### config.mk
export PLATFORM = sky130hd
export DESIGN_NAME = sad_search_ctrl_flat
export DESIGN_NICKNAME = d
export VERILOG_FILES = /design/src/rtl/sad_pkg.sv /design/src/rtl/sad_search_ctrl_if.sv /design/src/rtl/sad_tag_fifo.sv /design/src/rtl/sad_search_ctrl.sv /design/src/flat_wrapper.sv
export SDC_FILE = /design/constraint.sdc
export NUM_CORES = 1
export LEC_CHECK = 0
export CAP_MARGIN = 30
export CORE_UTILIZATION = 45
export CTS_BUF_LIST = sky130_fd_sc_hd__clkbuf_16
export CTS_CLUSTER_SIZE = 28
export DETAILED_ROUTE_END_ITERATION = 8
export GPL_ROUTABILITY_DRIVEN = 0
export GPL_TIMING_DRIVEN = 1
export SYNTH_ARGS = -nofsm -noshare
export SYNTH_HDL_FRONTEND = slang
export SYNTH_SLANG_ARGS = --single-unit
### constraint.sdc
create_clock -name Clk -period 4.2 [get_ports Clk]
set_input_delay 0.42 -clock Clk [delete_from_list [all_inputs] [get_ports Clk]]
set_output_delay 0.42 -clock Clk [all_outputs]
set_load 0.005 [all_outputs]
### src/rtl/sad_pkg.sv
// ----------------------------------------------------------------------------
// sad_pkg
// Shared definitions for the SAD search controller:
//   DEFAULT_SAD_W / DEFAULT_CW : default SAD and coordinate widths
//   state_t                    : controller FSM states
//   tag_t                      : {x,y} candidate tag layout for the default
//                                coordinate width
// ----------------------------------------------------------------------------
package sad_pkg;

  localparam int DEFAULT_SAD_W = 12;
  localparam int DEFAULT_CW    = 6;

  typedef enum logic [1:0] {
    ST_IDLE  = 2'd0,
    ST_ISSUE = 2'd1,
    ST_DRAIN = 2'd2,
    ST_DONE  = 2'd3
  } state_t;

  typedef struct packed {
    logic [DEFAULT_CW-1:0] x;
    logic [DEFAULT_CW-1:0] y;
  } tag_t;

endpackage

### src/rtl/sad_search_ctrl_if.sv
// ----------------------------------------------------------------------------
// sad_search_ctrl_if
// Candidate/result channel between the search controller and the SAD datapath.
//   cand_valid/cand_ready : candidate handshake, cand_x/cand_y the position
//   sad_valid/sad         : in-order SAD results returned by the datapath
// Modports: master = controller side, slave = datapath side.
// ----------------------------------------------------------------------------
interface sad_search_ctrl_if #(
  parameter int CW    = sad_pkg::DEFAULT_CW,
  parameter int SAD_W = sad_pkg::DEFAULT_SAD_W
);

  logic             cand_valid;
  logic             cand_ready;
  logic [CW-1:0]    cand_x;
  logic [CW-1:0]    cand_y;
  logic             sad_valid;
  logic [SAD_W-1:0] sad;

  modport master (
    output cand_valid, cand_x, cand_y,
    input  cand_ready, sad_valid, sad
  );

  modport slave (
    input  cand_valid, cand_x, cand_y,
    output cand_ready, sad_valid, sad
  );

endinterface

### src/rtl/sad_tag_fifo.sv
// ----------------------------------------------------------------------------
// sad_tag_fifo
// Synchronous FIFO holding the {x,y} tags of candidates still in the datapath.
// DEPTH must be a power of two so the pointers wrap naturally.
//   clk, rst_n           : clock, asynchronous active-low reset (flushes)
//   push, push_data      : write one tag (ignored when full)
//   pop, pop_data        : drop the head tag (ignored when empty); pop_data is
//                          the current head, valid whenever !empty
//   full, empty, count   : occupancy status
// Push and pop in the same cycle are both performed.
// ----------------------------------------------------------------------------
module sad_tag_fifo #(
  parameter int DEPTH = 8,
  parameter int WIDTH = 12
) (
  input  logic                     clk,
  input  logic                     rst_n,
  input  logic                     push,
  input  logic [WIDTH-1:0]         push_data,
  input  logic                     pop,
  output logic [WIDTH-1:0]         pop_data,
  output logic                     full,
  output logic                     empty,
  output logic [$clog2(DEPTH):0]   count
);

  localparam int AW = $clog2(DEPTH);

  logic [WIDTH-1:0] mem_r [DEPTH];
  logic [AW-1:0]    wr_ptr_r;
  logic [AW-1:0]    rd_ptr_r;
  logic [AW:0]      count_r;
  logic             do_push_s;
  logic             do_pop_s;

  assign full      = (count_r == (AW+1)'(DEPTH));
  assign empty     = (count_r == (AW+1)'(0));
  assign do_push_s = push && !full;
  assign do_pop_s  = pop && !empty;
  assign pop_data  = mem_r[rd_ptr_r];
  assign count     = count_r;

  // Tag storage; cleared on reset so a flushed FIFO never exposes stale tags
  always_ff @(posedge clk or negedge rst_n) begin
    if (!rst_n) begin
      for (int i = 0; i < DEPTH; i++) begin
        mem_r[i] <= '0;
      end
    end else if (do_push_s) begin
      mem_r[wr_ptr_r] <= push_data;
    end
  end

  // Read/write pointers and occupancy count
  always_ff @(posedge clk or negedge rst_n) begin
    if (!rst_n) begin
      wr_ptr_r <= '0;
      rd_ptr_r <= '0;
      count_r  <= '0;
    end else begin
      if (do_push_s) begin
        wr_ptr_r <= wr_ptr_r + AW'(1);
      end
      if (do_pop_s) begin
        rd_ptr_r <= rd_ptr_r + AW'(1);
      end
      case ({do_push_s, do_pop_s})
        2'b10:   count_r <= count_r + (AW+1)'(1);
        2'b01:   count_r <= count_r - (AW+1)'(1);
        default: count_r <= count_r;
      endcase
    end
  end

endmodule

### src/rtl/sad_search_ctrl.sv
// ----------------------------------------------------------------------------
// sad_search_ctrl
// Walks every candidate block position of a SEARCH_W x SEARCH_H window in
// raster order, issues one candidate per handshake to the SAD datapath,
// matches the in-order results against a tag FIFO and keeps the minimum SAD.
//   Clk, Reset : clock, asynchronous active-low reset
//   start      : begin a search (only looked at in IDLE)
//   dp         : candidate/result channel (master side)
//   busy       : search in progress (ISSUE or DRAIN)
//   done       : one-cycle pulse once the last result has been absorbed
//   best_x/y   : position of the minimum SAD, best_sad its value
//   err        : sticky, a result arrived with no candidate outstanding
// All outputs are registered.
// ----------------------------------------------------------------------------
module sad_search_ctrl
  import sad_pkg::*;
#(
  parameter int SEARCH_W = 61,
  parameter int SEARCH_H = 61,
  parameter int CW       = DEFAULT_CW,
  parameter int SAD_W    = DEFAULT_SAD_W,
  parameter int MAX_OUT  = 8
) (
  input  logic                 Clk,
  input  logic                 Reset,
  input  logic                 start,
  sad_search_ctrl_if.master    dp,
  output logic                 busy,
  output logic                 done,
  output logic [CW-1:0]        best_x,
  output logic [CW-1:0]        best_y,
  output logic [SAD_W-1:0]     best_sad,
  output logic                 err
);

  localparam int TAG_W = 2 * CW;
  localparam int OCC_W = $clog2(MAX_OUT) + 1;

  state_t             state_r;
  state_t             state_next_s;
  logic [CW-1:0]      x_r;
  logic [CW-1:0]      y_r;
  logic               cand_valid_r;
  logic               busy_r;
  logic               done_r;
  logic               err_r;
  logic [CW-1:0]      best_x_r;
  logic [CW-1:0]      best_y_r;
  logic [SAD_W-1:0]   best_sad_r;

  logic               cand_valid_next_s;
  logic               busy_next_s;
  logic               done_next_s;
  logic               active_s;
  logic               start_ok_s;
  logic               hs_s;
  logic               last_s;
  logic               pop_s;
  logic               spurious_s;
  logic               better_s;
  logic [TAG_W-1:0]   push_tag_s;
  logic [TAG_W-1:0]   head_tag_s;
  logic               fifo_full_s;
  logic               fifo_empty_s;
  logic [OCC_W-1:0]   occ_s;
  logic [OCC_W-1:0]   occ_next_s;

  assign active_s   = (state_r == ST_ISSUE) || (state_r == ST_DRAIN);
  assign start_ok_s = (state_r == ST_IDLE) && start;
  // cand_valid_r is only ever high in ISSUE with room in the FIFO
  assign hs_s       = cand_valid_r && dp.cand_ready;
  assign last_s     = (x_r == CW'(SEARCH_W - 1)) && (y_r == CW'(SEARCH_H - 1));
  assign pop_s      = dp.sad_valid && active_s && !fifo_empty_s;
  assign spurious_s = dp.sad_valid && !pop_s;
  assign better_s   = pop_s && (dp.sad < best_sad_r);
  assign push_tag_s = {x_r, y_r};

  sad_tag_fifo #(
    .DEPTH (MAX_OUT),
    .WIDTH (TAG_W)
  ) u_tag_fifo (
    .clk       (Clk),
    .rst_n     (Reset),
    .push      (hs_s),
    .push_data (push_tag_s),
    .pop       (pop_s),
    .pop_data  (head_tag_s),
    .full      (fifo_full_s),
    .empty     (fifo_empty_s),
    .count     (occ_s)
  );

  // Occupancy after this edge; lets cand_valid be registered yet exact
  always_comb begin
    occ_next_s = occ_s;
    if (hs_s && !pop_s) begin
      occ_next_s = occ_s + OCC_W'(1);
    end else if (pop_s && !hs_s) begin
      occ_next_s = occ_s - OCC_W'(1);
    end else begin
      occ_next_s = occ_s;
    end
  end

  // FSM next-state and next-output decode
  always_comb begin
    state_next_s = state_r;
    case (state_r)
      ST_IDLE: begin
        if (start) begin
          state_next_s = ST_ISSUE;
        end else begin
          state_next_s = ST_IDLE;
        end
      end
      ST_ISSUE: begin
        if (hs_s && last_s) begin
          state_next_s = ST_DRAIN;
        end else begin
          state_next_s = ST_ISSUE;
        end
      end
      ST_DRAIN: begin
        // The last pop and the move to DONE share the same edge
        if (fifo_empty_s || (pop_s && (occ_s == OCC_W'(1)))) begin
          state_next_s = ST_DONE;
        end else begin
          state_next_s = ST_DRAIN;
        end
      end
      ST_DONE: begin
        state_next_s = ST_IDLE;
      end
      default: begin
        state_next_s = ST_IDLE;
      end
    endcase
    cand_valid_next_s = (state_next_s == ST_ISSUE) && (occ_next_s != OCC_W'(MAX_OUT));
    busy_next_s       = (state_next_s == ST_ISSUE) || (state_next_s == ST_DRAIN);
    done_next_s       = (state_next_s == ST_DONE);
  end

  // FSM state and registered status outputs
  always_ff @(posedge Clk or negedge Reset) begin
    if (!Reset) begin
      state_r      <= ST_IDLE;
      cand_valid_r <= 1'b0;
      busy_r       <= 1'b0;
      done_r       <= 1'b0;
    end else begin
      state_r      <= state_next_s;
      cand_valid_r <= cand_valid_next_s;
      busy_r       <= busy_next_s;
      done_r       <= done_next_s;
    end
  end

  // Raster position counters; they only move on a handshake so the
  // presented candidate stays put while the datapath stalls
  always_ff @(posedge Clk or negedge Reset) begin
    if (!Reset) begin
      x_r <= '0;
      y_r <= '0;
    end else if (start_ok_s) begin
      x_r <= '0;
      y_r <= '0;
    end else if (hs_s) begin
      if (x_r == CW'(SEARCH_W - 1)) begin
        x_r <= '0;
        if (y_r == CW'(SEARCH_H - 1)) begin
          y_r <= '0;
        end else begin
          y_r <= y_r + CW'(1);
        end
      end else begin
        x_r <= x_r + CW'(1);
      end
    end
  end

  // Minimum tracker; strict compare keeps the earliest raster position on ties
  always_ff @(posedge Clk or negedge Reset) begin
    if (!Reset) begin
      best_x_r   <= '0;
      best_y_r   <= '0;
      best_sad_r <= {SAD_W{1'b1}};
    end else if (start_ok_s) begin
      best_x_r   <= '0;
      best_y_r   <= '0;
      best_sad_r <= {SAD_W{1'b1}};
    end else if (better_s) begin
      best_x_r   <= head_tag_s[TAG_W-1 -: CW];
      best_y_r   <= head_tag_s[CW-1:0];
      best_sad_r <= dp.sad;
    end
  end

  // Sticky protocol error; a result coinciding with start still flags
  always_ff @(posedge Clk or negedge Reset) begin
    if (!Reset) begin
      err_r <= 1'b0;
    end else if (start_ok_s) begin
      err_r <= spurious_s;
    end else if (spurious_s) begin
      err_r <= 1'b1;
    end
  end

  assign dp.cand_valid = cand_valid_r;
  assign dp.cand_x     = x_r;
  assign dp.cand_y     = y_r;
  assign busy          = busy_r;
  assign done          = done_r;
  assign best_x        = best_x_r;
  assign best_y        = best_y_r;
  assign best_sad      = best_sad_r;
  assign err           = err_r;

endmodule

### src/flat_wrapper.sv
// flat-port wrapper written by rule: the top's interface ports become plain ports
module sad_search_ctrl_flat import sad_pkg::*;
#(
  parameter int SEARCH_W = 61,
  parameter int SEARCH_H = 61,
  parameter int CW       = DEFAULT_CW,
  parameter int SAD_W    = DEFAULT_SAD_W,
  parameter int MAX_OUT  = 8
)
  (Clk, Reset, start, busy, done, best_x, best_y, best_sad, err, dp_cand_valid, dp_cand_x, dp_cand_y, dp_cand_ready, dp_sad_valid, dp_sad);
  sad_search_ctrl_if #(.CW(CW), .SAD_W(SAD_W)) dp_i ();
  input  logic Clk;
  input  logic Reset;
  input  logic start;
  output logic busy;
  output logic done;
  output logic [CW-1:0] best_x;
  output logic [CW-1:0] best_y;
  output logic [SAD_W-1:0] best_sad;
  output logic err;
  output wire logic [$bits(dp_i.cand_valid)-1:0] dp_cand_valid;
  output wire logic [$bits(dp_i.cand_x)-1:0] dp_cand_x;
  output wire logic [$bits(dp_i.cand_y)-1:0] dp_cand_y;
  input wire logic [$bits(dp_i.cand_ready)-1:0] dp_cand_ready;
  input wire logic [$bits(dp_i.sad_valid)-1:0] dp_sad_valid;
  input wire logic [$bits(dp_i.sad)-1:0] dp_sad;
  assign dp_cand_valid = dp_i.cand_valid;
  assign dp_cand_x = dp_i.cand_x;
  assign dp_cand_y = dp_i.cand_y;
  assign dp_i.cand_ready = dp_cand_ready;
  assign dp_i.sad_valid = dp_sad_valid;
  assign dp_i.sad = dp_sad;
  sad_search_ctrl #(.SEARCH_W(SEARCH_W), .SEARCH_H(SEARCH_H), .CW(CW), .SAD_W(SAD_W), .MAX_OUT(MAX_OUT)) u_core (.Clk(Clk), .Reset(Reset), .start(start), .dp(dp_i), .busy(busy), .done(done), .best_x(best_x), .best_y(best_y), .best_sad(best_sad), .err(err));
endmodule
==> results of run 1 <==
[area by class of cell]
class,count,area [um2]
Tap cell,216,270
Timing Repair Buffer,65,686
Clock buffer,17,425
Inverter,22,85.1
Clock inverter,15,118
Fill cell,1395,7300
Multi-Input combinational cell,385,3400
Sequential cell,148,3720
[state kept, by name, summed over array words and instances (netlist names)]
| register | count |
|---|---|
| u_core.u_tag_fifo.wr_ptr_r | 3 |
| u_core.dp.cand_x | 6 |
| u_core.done | 1 |
| u_core.best_sad | 12 |
| u_core.state_r | 2 |
| u_core.u_tag_fifo.count | 4 |
| u_core.u_tag_fifo.mem_r | 96 |
| u_core.err | 1 |
| u_core.dp.cand_y | 6 |
| u_core.u_tag_fifo.rd_ptr_r | 3 |
| u_core.dp.cand_valid | 1 |
| u_core.busy | 1 |
| u_core.best_x | 6 |
| u_core.best_y | 6 |
[Yosys cell counts, types with 2 or more instances]
cell / n / area, um2
a21boi_0: 2 / 15.0
a21o_1: 3 / 22.5
a21oi_1: 18 / 90.1
a311oi_1: 2 / 17.5
a31o_2: 2 / 17.5
a31oi_1: 6 / 37.5
and2_1: 4 / 25.0
and3_1: 2 / 12.5
buf_1: 3 / 11.3
buf_2: 6 / 30.0
buf_4: 5 / 37.5
buf_6: 3 / 33.8
clkbuf_1: 23 / 86.3
dfrtp_1: 136 / 3400
dfstp_2: 12 / 315
ha_1: 26 / 325
inv_1: 20 / 75.1
mux2_2: 92 / 1040
mux2i_1: 25 / 250
mux4_2: 24 / 541
nand2_1: 64 / 240
nand3_1: 6 / 30.0
nand4_1: 5 / 31.3
nand4b_2: 2 / 30.0
nor2_1: 36 / 135
nor3_1: 4 / 20.0
nor3b_1: 2 / 15.0
nor4b_4: 2 / 47.6
o211a_1: 2 / 20.0
o21ai_0: 24 / 120
xnor2_1: 7 / 61.3
xor2_1: 3 / 26.3
[per-stage QoR]
stage / utilization [%] / setup WS, ns
final: 54.4 / 1.49
after CTS: 54.4 / 1.44
after global placement: 50.6 / 1.20
after floorplan: - / 2.05
after global routing: 54.4 / 1.31
after detailed placement: 51.0 / 1.19
[routing by layer]
metal | up-vias | share of wire [%] | track usage (%)
met4 | 0 | 1.4 | 7.18
met3 | 18 | 4.7 | 3.12
met5 | - | 0 | 0
li1 | 2209 | - | -
met2 | 106 | 49 | 34.5
met1 | 2437 | 45 | 27.9
[report_power, final]
| group | internal (mW) | switching [mW] | total [mW] |
|---|---|---|---|
| clock network | 0.807 | 0.602 | 1.41 |
| logic | 0.760 | 0.682 | 1.44 |
| registers | 1.67 | 0.340 | 2.01 |
| total | 3.23 | 1.62 | 4.86 |
[worst max path at each step]
stage                     slack, ns                              startpoint  depth (start not counted)                                 endpoint
final                          1.49  u_core.u_tag_fifo.count[0]$_DFFE_PN0P_                          6  u_core.u_tag_fifo.mem_r[79]$_DFFE_PN0P_
after global routing           1.31         u_core.dp.cand_x[1]$_DFFE_PN0P_                          9           u_core.dp.cand_valid$_DFF_PN0_
after CTS                      1.44  u_core.u_tag_fifo.count[0]$_DFFE_PN0P_                          6  u_core.u_tag_fifo.mem_r[78]$_DFFE_PN0P_
after detailed placement       1.19                           dp_cand_ready                          6  u_core.u_tag_fifo.mem_r[78]$_DFFE_PN0P_
after global placement         1.20                           dp_cand_ready                          6  u_core.u_tag_fifo.mem_r[28]$_DFFE_PN0P_
after floorplan                2.05         u_core.dp.cand_x[0]$_DFFE_PN0P_                         11           u_core.dp.cand_valid$_DFF_PN0_
[kinds of logic (layout without fill, tap and decap cells)]
| family | count (synthesis) | after routing | synth area share (%) |
|---|---|---|---|
| AOI/OAI and AO/OA | 68 | 68 | 5.98 |
| xor gates and xnor gates | 10 | 10 | 1.18 |
| adders and majority gates | 26 | 26 | 4.39 |
| buffers and inverters | 63 | 119 | 3.90 |
| DFF | 148 | 148 | 50.2 |
| muxes | 141 | 141 | 24.7 |
| and+or+nand+nor | 140 | 140 | 9.63 |
==> flow_summary.ini, run 1 <==
[setup_path]
crit_path_max_incr_delay_ns = 0.86
cp_cell_sequence = inv_1, ha_1, a21oi_4, inv_4, nor4b_4, mux2_2
cp-start-kind = register
timing.rr.end = u_core.u_tag_fifo.mem_r[79]$_DFFE_PN0P_
path_delay_family = simple AND/OR/NAND/NOR gates
endpoint_kind = register
cpMaxStageDelayCell = nor4b_4
rrSetupSlack_ns = 1.49
r2r-start = u_core.u_tag_fifo.count[0]$_DFFE_PN0P_
ff2ff_path_depth = 6
required_ns = 4.50
crit_fanout = 12
path_buf_inv = 2
cp.arrival_ns = 3.02
critPathKind = reg2reg

[floorplan]
num_rows = 46
die-width_um = 130
die_h_um = 130
io_pins = 57
start_util_pct = 46.3
die_area_mm2 = 0.0170
coreArea_mm2 = 0.0160

[final_layout]
antenna_cells = 0
fin_area_mm2 = 0.00870
stdcell_count = 868
fin_nets = 682
layout-drive-gt1-share_pct = 28.2
area_growth_pct = 17.5
layout_commonest_cell = dfrtp_1
most-common-layout-cells = dfrtp_1 (136), mux2_2 (92), nand2_1 (64)

[timing]
finalSetupTns_ns = 0
drv_slew = 0
worstMarginPinSlew_ns = 0.963
timing.fmax_mhz = 368
setup_violations = 0
fin_crit_sh_pct = 64.6
rsz0062_at_grt = no
slew_headroom_pct = 35.5
period_needed_ns = 2.71
hold_viol = 0
finClkSkew_ns = 0.00634
timing.hold.ws_ns = 0.0806

[place]
portBuffers = 56
place_inst = 836
placed_area_mm2 = 0.00816
hpwl_um = 10700

[clock_tree]
cts_resized = 0
cts_hold_buf = 0
htree_levels = 4
cts_tree = yes
clk_latency_ns = 0.42
root_buffer = clkbuf_16
clockBufferDepth = 2
cts.sinks = 148
postCtsSetupBuffers = 0
clk_pin_slew_ns = 0.06
numCtsBuffers = 17

[pwr]
ir_drop_mv = 0.352
leakage_nw = 4.07
p_total_mw = 4.86
p_per_area_mw_per_mm2 = 558

[route]
vias = 4770
routed_wl_um = 16100
drc_errors = 0
drt_iter0_markers = 227
ant_nets = 0
routedWlPerCell_um = 18.6
avgViaCountPerCell = 5.50
dr.pass1.iters = 4

[logic_synthesis]
syn_avg_cell_area_um2 = 12.4
synth_warnings = 0
synth_fp_nets = 639
synth_edf_count = 0
synthFlopType = dfrtp_1
ys_ff_latch = 148
async_reset_ff_share_pct = 100
yosysSeqAreaShare_pct = 50.2
synth_area_mm2 = 0.00740
yosysUniqueCellTypes = 57
synthCells = 596

[run_status]
outcome = completed

[global_routing]
grt_overflow = 0
antenna_found_initial = 0
grt_pass1_wl_um = 26200
grtUsageTotal_pct = 20.8
grt_pass1_vias = 4751
grt_max_degree = 94

[min_path]
hold_class = in2async

[flow_run]
drv_cap = 0
(Power assumes the default switching activity.)
==> run 2, diff against run 1 <==
Settings changed: PLACE_DENSITY set to 0.67.
Clock period 4.2 ns to 2.2 ns, I/O delays scaled along.
==> flow_summary.ini, run 2 (same netlist as run 1, synthesis figures left out) <==
[clock_tree]
root_buffer = clkbuf_16
htree_levels = 4
clockBufferDepth = 2
cts_tree = yes
numCtsBuffers = 17
cts.sinks = 148
clk_latency_ns = 0.42
clk_pin_slew_ns = 0.06

[timing]
finClkSkew_ns = 0.00892
setup_violations = 0
drv_slew = 0
slew_headroom_pct = 59.8
rsz0062_at_grt = no
fin_crit_sh_pct = 95.0
timing.hold.ws_ns = 0.342
worstMarginPinSlew_ns = 0.604
timing.fmax_mhz = 479
period_needed_ns = 2.09
hold_viol = 0

[final_layout]
largest_reg_flops = 96
layout-drive-gt1-share_pct = 32.7
area_growth_pct = 23.4
antenna_cells = 0
fin_nets = 719
most-common-layout-cells = dfrtp_1 (136), mux2_2 (92), nand2_1 (64)
regMostFlops = u_core.u_tag_fifo.mem_r
layout_commonest_cell = dfrtp_1

[pwr]
ir_drop_mv = 0.609
p_total_mw = 10.1
leakage_nw = 4.30
p_per_area_mw_per_mm2 = 1100

[global_routing]
grt_pass1_wl_um = 26700
grtUsageTotal_pct = 21.4
grt_max_degree = 63
grt_overflow = 0
antenna_found_initial = 0
grt_pass1_vias = 5080

[route]
ant_nets = 0
dr.pass1.iters = 5
avgViaCountPerCell = 5.41
drc_errors = 0
vias = 4892
routed_wl_um = 16300
routedWlPerCell_um = 18.1
drt_iter0_markers = 274

[floorplan]
die-width_um = 130
die_area_mm2 = 0.0170
num_rows = 46
start_util_pct = 46.3
io_pins = 57
die_h_um = 130
coreArea_mm2 = 0.0160

[run_status]
outcome = completed

[setup_path]
critPathKind = reg2reg
endpoint_kind = register
required_ns = 2.55
cp.arrival_ns = 2.44
cp-start-kind = register
crit_fanout = 10

[place]
portBuffers = 56
hpwl_um = 11000

[flow_run]
drv_cap = 0

[min_path]
hold_class = in2async
[run 2: timing repair]
item	4_1_cts	5_1_grt
setup buffers	0	1
endpoints found under the setup margin	1	25
hold buffers	1	0
resized for setup	1	6
pin swaps	0	2
hold endpoints to repair	53	0
cloned	0	0
[run 2: layout make-up]
cell class | count | area, um2
fillers | 1336 | 6870
flip-flops and latches | 148 | 3720
multi-input cells | 385 | 3410
repair buffers | 102 | 985
clock buffers | 17 | 425
well taps | 216 | 270
clock inverters | 15 | 236
inverters | 22 | 87.6
[run 2: report_power, final]
part / internal, mW / switching [mW] / leakage (nW)
Combinational: 1.62 / 1.62 / 2.00
Clock: 2.11 / 1.14 / 0.310
Sequential: 3.19 / 0.409 / 1.98
[run 2: path summary, 6_finish.rpt]
check	startpoint	to	slack [ns]	depth (start not counted)
max in group asynchronous	Reset	u_core.best_sad[2]$_DFFE_PN1P_	1.10	3
hold reg to reg	u_core.u_tag_fifo.mem_r[19]$_DFFE_PN0P_	u_core.u_tag_fifo.mem_r[19]$_DFFE_PN0P_	0.48	2
setup / recovery	u_core.best_sad[3]$_DFFE_PN1P_	u_core.best_sad[8]$_DFFE_PN1P_	0.11	8
setup reg to reg	u_core.best_sad[3]$_DFFE_PN1P_	u_core.best_sad[8]$_DFFE_PN1P_	0.11	8
hold / removal	Reset	u_core.dp.cand_valid$_DFF_PN0_	0.34	2
min in group Clk	dp_sad[0]	u_core.best_sad[0]$_DFFE_PN1P_	0.41	3
[run 2: worst max-delay path, stage by stage, from the launching register on]
cell and delay, ns:
dfstp_2 0.54, inv_1 0.04, ha_1 0.28, a21oi_1 0.16
o21ai_1 0.13, buf_4 0.17, a211oi_4 0.30, buf_12 0.18
mux2i_1 0.21
[run 2: through the flow]
step	util (%)	cell area (um2)	worst slack, ns	std cells	setup TNS, ns
after floorplan	-	7400	0.0538	596	0
after global placement	52.7	8440	-0.0320	871	-0.354
after detailed placement	52.7	8440	-0.119	871	-1.44
after CTS	56.9	9110	0.0634	904	0
after global routing	57.1	9140	0.0158	905	0
final	57.1	9140	0.111	905	0
[run 2: layer usage]
layer	wire (um)	vias up	share of wire [%]	track usage, %
li1	-	2274	-	-
met1	7200	2490	44	26.5
met2	8200	107	50	36.7
met3	707	21	4.3	4.47
met4	232	0	1.4	8.34
met5	0	-	0	0
==> run 3, diff against run 2 <==
Settings changed: ABC_AREA set to 1.
==> flow_summary.ini, run 3 <==
[setup_path]
crit_fanout = 6
crit_path_max_incr_delay_ns = 0.38
critPathKind = reg2reg
cpMaxStageDelayCell = dfrtp_1
cp_cell_sequence = inv_1, ha_1, nand2_1, a21oi_4, buf_4, ha_1, inv_1, o21ai_0, a21oi_1, a21oi_1
endpoint_kind = register
cp.arrival_ns = 2.36
rrSetupSlack_ns = 0.15
cp-start-kind = register
required_ns = 2.50

[route]
dr.pass1.iters = 5
routedWlPerCell_um = 15.2
drc_errors = 0
ant_nets = 0
vias = 6155
drt_iter0_markers = 514
avgViaCountPerCell = 5.15
routed_wl_um = 18100

[logic_synthesis]
yosysUniqueCellTypes = 37
synthCells = 897
yosys.area.top_type_share_pct = 46.3
synth_warnings = 0
async_reset_ff_share_pct = 100
yosysSeqAreaShare_pct = 50.6
yosys-top-cells-area = dfrtp_1 (46%), nand2_1 (11%), o21ai_0 (8.7%), nor2_1 (5.7%), nand3_1 (4.8%)
syn_avg_cell_area_um2 = 8.19
yosysMostFrequentCell = nand2_1
synthFlopType = dfrtp_1
netlist_top_cells_count = nand2_1 (213), dfrtp_1 (136), o21ai_0 (127)
ys_ff_latch = 148
synth_fp_nets = 940
synth_edf_count = 0
synth_area_mm2 = 0.00735
synth_top_cell_by_area = dfrtp_1

[pwr]
leakage_nw = 4.26
power_switching_mw = 5.21
seqPwrFrac_pct = 35.8
ir_drop_mv = 0.860
switching_share_pct = 40.1
p_per_area_mw_per_mm2 = 1470
power.internal_mw = 7.78
clkPwrFrac_pct = 21.1
p_comb_share_pct = 43.0

[timing]
finClkSkew_ns = 0.00564
setup_violations = 0
finalSetupTns_ns = 0
timing.hold.ws_ns = 0.345
rsz0062_at_grt = no
period_needed_ns = 2.05
hold_viol = 0
fin_crit_sh_pct = 93.2
drv_slew = 0
worstMarginPinSlew_ns = 0.879
slew_headroom_pct = 41.4
timing.fmax_mhz = 488

[floorplan]
start_util_pct = 46.3
coreArea_mm2 = 0.0159
io_pins = 57
die_area_mm2 = 0.0168
num_rows = 46
die-width_um = 130
die_h_um = 130

[clock_tree]
numCtsBuffers = 17
clockBufferDepth = 2
cts.sinks = 148
cts_tree = yes
htree_levels = 4
postCtsSetupBuffers = 0
root_buffer = clkbuf_16
clk_latency_ns = 0.42
clk_pin_slew_ns = 0.06

[global_routing]
grt_pass1_vias = 5706
grt_overflow = 0
antenna_found_initial = 0
grt_pass1_wl_um = 29500
grtUsageTotal_pct = 23.2
grt_max_degree = 56

[final_layout]
num-fill-cells = 1513
layout_commonest_cell = nand2_1
stdcell_count = 1195
most-common-layout-cells = nand2_1 (212), dfrtp_1 (135), o21ai_0 (127)
layout-drive-gt1-share_pct = 10.6
largest_reg_flops = 96
area_growth_pct = 20.3
regMostFlops = u_core.u_tag_fifo.mem_r
antenna_cells = 0
fin_area_mm2 = 0.00884
fin_nets = 1009

[place]
portBuffers = 56
place_inst = 1162
placed_area_mm2 = 0.00827
hpwl_um = 12000

[min_path]
hold_class = in2async

[flow_run]
drv_cap = 0

[run_status]
outcome = completed
[run 3: changes by cell type after synthesis, sizes merged, moves of 8 or more]
cell,before,now
nand2,64,216
o21ai,24,139
mux2i,25,0
xor2,3,11
inv,22,67
nand3,7,71
mux4,24,0
a21oi,19,33
mux2,92,0
nor2,36,111
[run 3: path summary, 6_finish.rpt]
kind / startpoint / end / cells past startpoint
setup / recovery: u_core.state_r[0]$_DFF_PN0_ / u_core.u_tag_fifo.count[2]$_DFFE_PN0P_ / 10
hold / removal: Reset / u_core.u_tag_fifo.mem_r[8]$_DFFE_PN0P_ / 2
setup reg to reg: u_core.state_r[0]$_DFF_PN0_ / u_core.u_tag_fifo.count[2]$_DFFE_PN0P_ / 10
hold reg to reg: u_core.u_tag_fifo.mem_r[50]$_DFFE_PN0P_ / u_core.u_tag_fifo.mem_r[50]$_DFFE_PN0P_ / 2
max in group asynchronous: Reset / u_core.u_tag_fifo.mem_r[43]$_DFFE_PN0P_ / 3
min in group Clk: dp_sad[8] / u_core.best_sad[8]$_DFFE_PN1P_ / 3
[run 3: power by group through the flow]
stage               clock network [mW]  registers [mW]  logic (mW)
floorplan                            0            4.50        3.63
global placement                     0            4.65        5.51
detailed placement                   0            4.68        5.59
CTS                               2.80            4.64        5.62
global route                      2.91            4.79        6.38
finish                            2.75            4.65        5.59
[run 3: layout make-up]
class,count,area (um2),share of cell area [%]
Multi-Input combinational cell,633,3160,35.7
Clock inverter,15,126,1.43
Inverter,71,272,3.07
Timing Repair Buffer,95,870,9.84
Sequential cell,148,3720,42.1
Clock buffer,17,425,4.81
Tap cell,216,270,3.06
[run 3: critical path: cells and delay by family (launching register included)]
family                   cells  cell delay (ns)
flip-flops                   1             0.38
AO/OA/AOI/OAI                4             0.45
buffers and inverters        3             0.40
AND/OR/NAND/NOR              1             0.10
adder cells (fa/ha/maj)      2             0.58
[run 3: stage by stage]
step                      util, %  power (mW)  setup WS (ns)
after floorplan                 -        8.13          0.368
after global placement       52.1        10.2          0.140
after detailed placement     52.1        10.3          0.105
after CTS                    55.6        13.1          0.157
after global routing         55.7        14.1         0.0220
final                        55.7        13.0          0.150
[run 3: metal layers]
| layer | GRT usage, % | wire length [um] |
|---|---|---|
| met5 | 0 | 0 |
| met4 | 8.62 | 409 |
| met3 | 6.15 | 1050 |
| met2 | 34.9 | 8190 |
| met1 | 32.1 | 8460 |
[run 3: kinds of logic after synthesis]
| kind of cell | share of synthesized area (%) |
|---|---|
| compound gates | 13.1 |
| xor+xnor | 1.79 |
| fa+ha+maj | 4.43 |
| buf+inv | 6.51 |
| flops | 50.6 |
| simple gates | 23.6 |
[run 3: what timing repair did]
item | in CTS | in global routing
hold endpoints to repair | 47 | 0
hold buffers | 1 | 0
resized for setup | 0 | 1
setup endpoints to repair | 0 | 1
==> variant 1 (flow settings as in run 1) <==
One comparison of `count_r` changes from == to >=.
--- a/src/rtl/sad_tag_fifo.sv
+++ b/src/rtl/sad_tag_fifo.sv
@@ -33,7 +33,7 @@
   logic             do_push_s;
   logic             do_pop_s;
 
-  assign full      = (count_r == (AW+1)'(DEPTH));
+  assign full      = (count_r >= (AW+1)'(DEPTH));
   assign empty     = (count_r == (AW+1)'(0));
   assign do_push_s = push && !full;
   assign do_pop_s  = pop && !empty;
Behaviour: same outputs for any inputs over 4 cycles, from zero or initial values and one cycle with Reset low; that may be too few to reach the edited logic, so the function may still have changed.
==> variant 1 against run 1 <==
Setup slack improved by 170 ps. Via count fell by 3.6%. Synthesized area fell by 1.1%. Design area fell by 0.85%. Count of clock-buffer cells in the layout did not move. Sequential cell count did not move. Wire length fell by 2.9%. Combinational power rose by 33%. Clock power rose by 9%. Register-to-register slack improved by 230 ps. Total power rose by 20%. Critical endpoint is now u_core.u_tag_fifo.mem_r[51].
==> variant 1: results <==
INSERT INTO impl_metrics (metric_group, metric, value, unit) VALUES
('outcome', 'run_status', 'finished clean', ''),
('finish', 'final_net_count', '655', ''),
('yosys', 'seq_area_frac_synth', '50.78', '%'),
('global_routing', 'wire_length_of_the_first_global_routing_pass', '26120', 'um'),
('setup_path', 'rrSetupSlack', '1720', 'ps'),
('sta', 'worst_hold_slack', '92.62', 'ps'),
('route', 'met2_wirelength', '7335', 'um'),
('sta', 'final_setup_skew', '7.393', 'ps'),
('route', 'met3RoutedLength', '512', 'um'),
('setup_path', 'cp-startpoint', 'dp_cand_ready', ''),
('global_routing', 'met2_usage', '33.25', '%'),
('power_and_ir_drop', 'power_per_cell_area', '676.1', 'nW/um2'),
('sta', 'setup_ws', '1656', 'ps'),
('power_and_ir_drop', 'power_switching_share', '32.31', '%'),
('place', 'place.detailed.instances', '809', ''),
('route', 'iteration_0_drc_count_of_the_detailed_router', '271', ''),
('route', 'm1WireLength', '7596', 'um'),
('setup_path', 'critical_path.reg2reg.endpoint', 'u_core.dp.cand_valid', ''),
('power_and_ir_drop', 'comb_power_share', '33.0', '%'),
('place', 'dpl_cell_area', '8025', 'um2'),
('route', 'detail_route.first_pass.iterations', '5', ''),
('global_routing', 'groute.layer.met1.usage', '28.44', '%'),
('power_and_ir_drop', 'vdd_drop_max', '0.3297', 'mV'),
('global_routing', 'grt_pass1_vias', '4772', ''),
('global_routing', 'global_route.usage.total', '20.83', '%'),
('place', 'hpwl', '10690', 'um'),
('route', 'post_drt_via_cell_ratio', '5.465', '');
[variant 1: changes by cell type in the layout (fill, tap and decap cells not counted), moves of 4 or more]
cell / change
mux2_2: -10
inv_1: +7
mux4_2: -16
xor2_1: +5
nor2_1: -17
o211ai_1: +20
o221a_2: +13
mux4_1: +16
mux2i_1: -10
nand2_1: -12
clkinv_4: -4
a21oi_1: -6
[variant 1: cell families (layout without fill, tap and decap cells)]
logic type	Yosys count	count (layout)	share of synthesized area [%]
simple gates	108	108	7.056
buf+inv	64	120	4.186
mux	121	121	22.86
fa+ha+maj	26	26	4.442
flops	148	148	50.78
xor+xnor	13	13	1.555
compound gates	89	89	9.124
[variant 1: cell type report]
| class | instances | share of cell area, % |
|---|---|---|
| clock buffers | 17 | 4.933 |
| clock inverters | 15 | 2.017 |
| inverters | 24 | 1.045 |
| multi-input cells | 357 | 38.30 |
| flip-flops and latches | 148 | 43.13 |
| well taps | 216 | 3.134 |
| repair buffers | 64 | 7.442 |
==> variant 2 (config.mk and constraints of run 1) <==
Without the edit above. `DEFAULT_CW`: 6 -> 3.
--- a/src/rtl/sad_pkg.sv
+++ b/src/rtl/sad_pkg.sv
@@ -9,7 +9,7 @@
 package sad_pkg;
 
   localparam int DEFAULT_SAD_W = 12;
-  localparam int DEFAULT_CW    = 6;
+  localparam int DEFAULT_CW    = 3;
 
   typedef enum logic [1:0] {
     ST_IDLE  = 2'd0,
Interface: changed (resized best_x, best_y, dp_cand_x and dp_cand_y); port bits go from 57 to 45. No check against the original RTL was run, so the function may have changed too.
==> variant 2 against run 1 <==
Wire length shrank 40%. First-iteration DRC count shrank 44%. Sequential cell count shrank 60. Clock power shrank 43%. Clock skew grew 1.9 ps. Global-route usage shrank 0.69 points. Total power shrank 31%. Design area shrank 37%. Synthesized area shrank 38%. Maximum frequency grew 1.4%. Setup slack gained 39 ps. Final cell count shrank 35%. Critical path depth grew 1. Largest power group unchanged.
==> variant 2: results <==
INSERT INTO impl_metrics (metric_group, metric, value, unit) VALUES
('outcome', 'run_status', 'finished clean', ''),
('yosys', 'yosysUniqueCellTypes', '47', ''),
('setup_path', 'critical_path.endpoint', 'u_core.best_sad[11]', ''),
('setup_path', 'cp_max_fo', '18', ''),
('route', 'met2_wirelength', '4678', 'um'),
('finish', 'final_net_count', '472', ''),
('route', 'iteration_0_drc_count_of_the_detailed_router', '127', ''),
('power_and_ir_drop', 'comb_power_share', '34.6', '%'),
('sta', 'final_setup_skew', '8.205', 'ps'),
('finish', 'largest_register_ff_count', '48', ''),
('setup_path', 'r2r_worst_path_depth', '7', ''),
('place', 'hpwl', '6754', 'um'),
('global_routing', 'maximum_number_of_pins_on_one_net_before_global_route_repair', '56', ''),
('yosys', 'synth_fa_ha_area_share', '7.365', '%'),
('global_routing', 'global_route.usage.total', '20.09', '%'),
('route', 'm1WireLength', '4403', 'um'),
('yosys', 'synth.cells.most_frequent', 'dfrtp_1, mux2_2, nand2_1', ''),
('finish', 'drive_above_1_share', '21.71', '%'),
('yosys', 'postSynthNetCount', '429', ''),
('power_and_ir_drop', 'power_per_cell_area', '617.5', 'nW/um2'),
('sta', 'worst_hold_slack', '143.6', 'ps'),
('global_routing', 'groute.layer.met1.usage', '26.97', '%'),
('finish', 'post_layout_nonfiller_instances', '566', ''),
('route', 'met3RoutedLength', '323', 'um'),
('global_routing', 'met3_usage_grt', '3.729', '%'),
('power_and_ir_drop', 'switchingPower', '1.158', 'mW'),
('sta', 'setup_ws', '1525', 'ps');
variant 2: area by class of cell:
| type | instances | area [um2] | share of cell area [%] |
|---|---|---|---|
| clock buffer | 9 | 225.2 | 4.138 |
| clock inverter | 7 | 71.32 | 1.310 |
| inverter | 25 | 93.84 | 1.724 |
| multi-input combinational | 258 | 2196 | 40.34 |
| sequential | 88 | 2217 | 40.74 |
| tap | 133 | 166.4 | 3.057 |
| timing repair buffer | 46 | 473.0 | 8.690 |
variant 2: logic make-up (layout without fill, tap and decap cells):
kind of cell,Yosys count,after routing
AND/OR/NAND/NOR,96,96
flip-flops,88,88
multiplexers,63,63
AO/OA/AOI/OAI,60,60
buffers and inverters,39,87
adder cells (fa/ha/maj),27,27
XOR/XNOR,12,12
variant 2: worst max-delay path, cell delays in order, from the launching register on:
cell,delay [ps]
dfrtp_1,520
inv_1,110
ha_1,260
nor2b_1,210
a21o_4,280
a311o_4,370
a21oi_4,580
mux2i_1,270
